File: config.mk
export PLATFORM = sky130hd
export DESIGN_NAME = ram_loader
export DESIGN_NICKNAME = d
export VERILOG_FILES = /design/src/rtl/ram_loader.sv
export SDC_FILE = /design/constraint.sdc
export NUM_CORES = 1
export LEC_CHECK = 0
export CAP_MARGIN = 0
export CORE_AREA = 5 5 142 144
export CTS_CLUSTER_DIAMETER = 40
export CTS_CLUSTER_SIZE = 14
export DETAILED_ROUTE_END_ITERATION = 8
export DIE_AREA = 0 0 147 149
export GPL_TIMING_DRIVEN = 0
export PLACE_DENSITY_LB_ADDON = 0.12
export SYNTH_ARGS = -nofsm -noshare
export SYNTH_HDL_FRONTEND = slang
export SYNTH_SLANG_ARGS = --single-unit
File: constraint.sdc
create_clock -name clk -period 12.6 [get_ports clk]
set_clock_uncertainty 0.05 [all_clocks]
set_input_delay 2.52 -clock clk [delete_from_list [all_inputs] [get_ports clk]]
set_output_delay 2.52 -clock clk [all_outputs]
set_load 0.005 [all_outputs]
File: src/rtl/ram_loader.sv
`timescale 1ns/1ps
// ram_loader
//   Fills a synchronous 32-bit RAM from a byte stream, then verifies it.
//   Every four accepted bytes are packed MSB first into one word. WORDS words
//   go to RAM addresses 0..WORDS-1. The loader then reads every word back and
//   compares the read-back sum with the sum of the written words.
//
// Ports
//   clk, rst      rising-edge clock; asynchronous active-high reset
//   start         one-cycle run request, honoured only in IDLE
//   byte_in       stream data byte
//   byte_valid    byte_in carries data this cycle
//   byte_ready    loader can take a byte this cycle
//   ram_ena       RAM enable (WRITE and RD_ISSUE only)
//   ram_wena      RAM write enable (1 = write, 0 = read)
//   ram_addr      RAM address; holds its last value while ram_ena=0
//   ram_wdata     RAM write data; holds its last value outside WRITE
//   ram_rdata     RAM read data, valid the cycle after a read is issued
//   busy          high from the cycle after start is accepted until done
//   done          level, set when a run completes, cleared by the next start
//   error         valid while done=1: read-back sum differs from write sum
//   checksum      32-bit wrapping sum of the written words
//
// Stream handshake: a byte moves on a rising edge where byte_valid and
// byte_ready are both 1. byte_ready depends only on the FSM state, never on
// byte_valid, and byte_valid may drop at any cycle without losing data.
//
// The FSM state register (state_q) is left visible for checkers to bind to.

module ram_loader #(
  parameter int ADDR_W = 5,
  parameter int WORDS  = 32
) (
  input  logic              clk,
  input  logic              rst,
  input  logic              start,
  input  logic [7:0]        byte_in,
  input  logic              byte_valid,
  output logic              byte_ready,
  output logic              ram_ena,
  output logic              ram_wena,
  output logic [ADDR_W-1:0] ram_addr,
  output logic [31:0]       ram_wdata,
  input  logic [31:0]       ram_rdata,
  output logic              busy,
  output logic              done,
  output logic              error,
  output logic [31:0]       checksum
);

  localparam logic [ADDR_W-1:0] LAST_IDX = ADDR_W'(WORDS - 1);

  typedef enum logic [2:0] {
    S_IDLE     = 3'd0,
    S_LOAD     = 3'd1,
    S_WRITE    = 3'd2,
    S_RD_ISSUE = 3'd3,
    S_RD_CAPT  = 3'd4,
    S_FINISH   = 3'd5
  } state_t;

  state_t            state_q;
  state_t            state_d;
  logic [ADDR_W-1:0] idx_q;
  logic [1:0]        cnt_q;
  logic [31:0]       word_q;
  logic [31:0]       sum_q;
  logic [31:0]       rsum_q;
  logic [ADDR_W-1:0] addr_q;
  logic [31:0]       wdata_q;
  logic              busy_q;
  logic              done_q;
  logic              error_q;
  logic              last_idx;

  assign last_idx = (idx_q == LAST_IDX);

  // State register
  always_ff @(posedge clk or posedge rst) begin
    if (rst) begin
      state_q <= S_IDLE;
    end else begin
      state_q <= state_d;
    end
  end

  // Next state and RAM / stream strobes
  always_comb begin
    state_d    = state_q;
    byte_ready = 1'b0;
    ram_ena    = 1'b0;
    ram_wena   = 1'b0;
    case (state_q)
      S_IDLE: begin
        if (start) state_d = S_LOAD;
      end
      S_LOAD: begin
        byte_ready = 1'b1;
        if (byte_valid && (cnt_q == 2'd3)) state_d = S_WRITE;
      end
      S_WRITE: begin
        ram_ena  = 1'b1;
        ram_wena = 1'b1;
        state_d  = last_idx ? S_RD_ISSUE : S_LOAD;
      end
      S_RD_ISSUE: begin
        ram_ena = 1'b1;
        state_d = S_RD_CAPT;
      end
      S_RD_CAPT: begin
        state_d = last_idx ? S_FINISH : S_RD_ISSUE;
      end
      S_FINISH: begin
        state_d = S_IDLE;
      end
      default: begin
        state_d = S_IDLE;
      end
    endcase
  end

  // Address and write data show the live index/word only while the RAM is
  // being driven; otherwise they replay the value captured last cycle.
  assign ram_addr  = (state_q == S_WRITE || state_q == S_RD_ISSUE) ? idx_q : addr_q;
  assign ram_wdata = (state_q == S_WRITE) ? word_q : wdata_q;

  // Datapath
  always_ff @(posedge clk or posedge rst) begin
    if (rst) begin
      idx_q   <= '0;
      cnt_q   <= '0;
      word_q  <= '0;
      sum_q   <= '0;
      rsum_q  <= '0;
      addr_q  <= '0;
      wdata_q <= '0;
      busy_q  <= 1'b0;
      done_q  <= 1'b0;
      error_q <= 1'b0;
    end else begin
      addr_q  <= ram_addr;
      wdata_q <= ram_wdata;
      case (state_q)
        S_IDLE: begin
          if (start) begin
            idx_q   <= '0;
            cnt_q   <= '0;
            sum_q   <= '0;
            rsum_q  <= '0;
            busy_q  <= 1'b1;
            done_q  <= 1'b0;
            error_q <= 1'b0;
          end
        end
        S_LOAD: begin
          if (byte_valid) begin
            // Shift left so the first byte ends up in bits [31:24].
            word_q <= {word_q[23:0], byte_in};
            cnt_q  <= cnt_q + 2'd1;
          end
        end
        S_WRITE: begin
          sum_q <= sum_q + word_q;
          idx_q <= last_idx ? '0 : idx_q + ADDR_W'(1);
        end
        S_RD_CAPT: begin
          rsum_q <= rsum_q + ram_rdata;
          if (!last_idx) idx_q <= idx_q + ADDR_W'(1);
        end
        S_FINISH: begin
          error_q <= (rsum_q != sum_q);
          done_q  <= 1'b1;
          busy_q  <= 1'b0;
        end
        default: begin
        end
      endcase
    end
  end

  assign busy     = busy_q;
  assign done     = done_q;
  assign error    = error_q;
  assign checksum = sum_q;

endmodule

==> flow_summary.toml <==
[drt]
remaining_drc_errors = 0
vias = 7859
drt_iter0_markers = 467
wl_per_cell_um = 18.23
antenna_left = 0
drtPass1Iterations = 6
wl_mm = 25.30
vias_per_cell = 5.662

[global_routing]
grt_pass1_vias = 7714
grt_overflow = 0
antenna_found_initial = 0
grt_pass1_wl_mm = 40.93
grt_usage = 0.2345
grt_max_degree = 80

[power_and_ir_drop]
combPwrFrac = 0.517
internal_power_uw = 1618
pwr-share-seq = 0.311
ir_drop_mv = 0.1274
p_switching_uw = 1219
leakage_uw = 0.005278
power_frac_clock = 0.172
powerDensity_nw_per_um2 = 253.1
swShare = 0.4297

[critical_path]
critPathSlowestCell = "clkbuf_1"
required_ps = 10030
crit_path_frequent_cell = "clkbuf_1"
arrival_ps = 3700
worst-path-max-fanout = 10
r2r_slack_ps = 9440
cp_num_buf_inv = 6
end_kind = "output port"
slowest_delay_ps = 570
crit_type = "flip-flop to output port"
crit_family = "buffers and inverters"
crit_chain = "nor2b_1, clkbuf_1, nand2b_1, clkbuf_1, inv_1, clkbuf_1, buf_1, nand2_1, nand2_1, clkdlybuf4s50_1"
start_kind = "flip-flop"

[finish]
multi_input_area_um2 = 5251
utilization = 0.6032
layout.nets = 1252
fin_area_um2 = 11210
seq_area_um2 = 3654
drive_above_1_share = 0.07626
n_antenna_cell = 0
syn2layout_area_growth_pct = 22.70
fillers = 1637

[synthesis]
synth-seq-cells = 146
syn_inst = 1003
netlist_top_cells_area = "dfrtp_1 (40%), ha_1 (8.9%), nand2_1 (7.8%)"
seq_area_frac_synth = 0.4000
synth_edf_count = 0
yosysTopAreaCellShare = 0.4000
syn_nets = 1114
synth_ff_type = "dfrtp_1"
yosys_warnings = 0
ys_types = 67
syn_avg_cell_area_um2 = 9.106
yosysTopAreaCell = "dfrtp_1"
synth_area_um2 = 9134
async_flop_share = 1.000

[cts]
cts_made_buffers = 17
clkTransAtPathRegs_ps = 60
clk_path_buf_depth = 2
hold_buffers = 0
cts_repair_resize_count = 0
cts_tree = "done"
h-tree-depth = 4
clkSinkCount = 146
clock_latency_ps = 430
cts_setup_buffers = 0
root_buffer = "clkbuf_16"

[placement]
hpwl_mm = 19.56
portBuffers = 118
place_congestion = 0.8878
post_dp_cell_area_um2 = 10640
dp_slack_ps = 6738

[timing]
max_freq_mhz = 159.5
slew_headroom = 0.5336
setup_tns_ps = 0
period_needed_ps = 6269
tightest_slew_ps = 694.3
setup_viol = 0
slew_viol_final = 0
period_share = 0.4975
grt_setup_unrepaired = "no"
hold_viol_final = 0
layout_setup_ws_ps = 6331
hold_slack_ps = 423.8

[run]
max_cap_viol_count = 0

[outcome]
status = "complete, no violations"

[floorplanning]
core-area_um2 = 18580
pin_count = 119
rows = 50
die_y_um = 149
start_util = 0.4916
die_w_um = 147
die_area_um2 = 21900

[min_path]
holdCritPathClass = "flip-flop to flip-flop"
Yosys cell counts (6+ instances only):
master    instances
mux2_2           38
nand3_1          21
o21a_1            6
inv_1            19
nor4_1            8
nor2_1           40
mux2i_1           8
nand4_1           7
clkbuf_1         33
ha_1             65
nor2b_1          12
o31ai_1           6
and3_1            8
o22ai_1           6
xor2_1           49
a21oi_1          67
a22o_1            7
a21o_1           27
dfrtp_1         146
o21ai_0          84
nand2_1         191
nor3b_1           9
xnor2_1          30
o21ai_1          11
nor3_1           11
nand2b_1         14
layer usage:
layer	vias to the layer above	track usage	wire length [µm]
met4	0	0.05172	372
met2	210	0.3768	11860
met5	-	0	0
li1	3829	-	-
met3	30	0.05074	1469
met1	3790	0.3282	11600
path summary, 6_finish.rpt:
path,from,to,cells past startpoint
worst max-delay path,state_q[2],ram_wdata[13],10
worst min-delay path,wdata_q[23],wdata_q[23],2
worst max register to register,checksum[0],checksum[30],12
worst min register to register,wdata_q[23],wdata_q[23],2
max in group asynchronous,rst,checksum[8],3
min in group asynchronous,rst,word_q[30],2
through the flow:
stage / std cells / total power (µW)
floorplan: 1003 / 1791
global placement: 1355 / 2319
detailed placement: 1356 / 2341
CTS: 1388 / 2843
global route: 1388 / 3063
finish: 1388 / 2836
registers in the layout, indices dropped and copies added, names as in the netlist:
register / count
busy: 1
state_q: 3
word_q: 32
error: 1
wdata_q: 32
idx_q: 5
done: 1
rsum_q: 32
checksum: 32
addr_q: 5
cnt_q: 2
power groups by stage:
stage                     logic [µW]  clock network (µW)  registers [µW]
after global routing            1640                 518             906
final                           1470                 487             882
after detailed placement        1450                   0             890
after global placement          1430                   0             888
after CTS                       1460                 495             883
after floorplan                  997                   0             794
worst min-delay path, cell delays in order (launching register included):
cell and delay, ps:
dfrtp_1 320, nand2_1 50, nand2_1 70
cell families (layout without fill, tap and decap cells):
| family | count (synthesis) | after routing | synth area share |
|---|---|---|---|
| and+or+nand+nor | 342 | 342 | 0.1712 |
| AOI/OAI and AO/OA | 263 | 263 | 0.1789 |
| DFF | 146 | 146 | 0.4000 |
| xor gates and xnor gates | 79 | 79 | 0.07575 |
| adders and majority gates | 67 | 67 | 0.09342 |
| buffers and inverters | 60 | 211 | 0.02507 |
| muxes | 46 | 46 | 0.05562 |
layout make-up:
class                   count  share of cell area
plain buffers              41             0.01407
well taps                 234             0.02612
inverters                  19            0.006810
flip-flops and latches    146              0.3260
multi-input cells         797              0.4686
clock inverters            15             0.01262
repair buffers            119              0.1078
clock buffers              17             0.03796
placed cells by master (no fill, tap or decap), drive strengths merged, types with 8 or more instances in the layout:
cell	count
dfrtp	146
o31ai	8
nor4	9
nand2b	14
nor2b	12
nand2	191
mux2	38
nor2	40
and3	8
a21o	27
clkbuf	52
clkdlybuf4s50	118
xor2	49
nor3	11
xnor2	30
ha	65
o21ai	96
a21oi	67
inv	28
nor3b	9
mux2i	8
nand3	22
No activity file was read; power rests on OpenSTA's default activity.
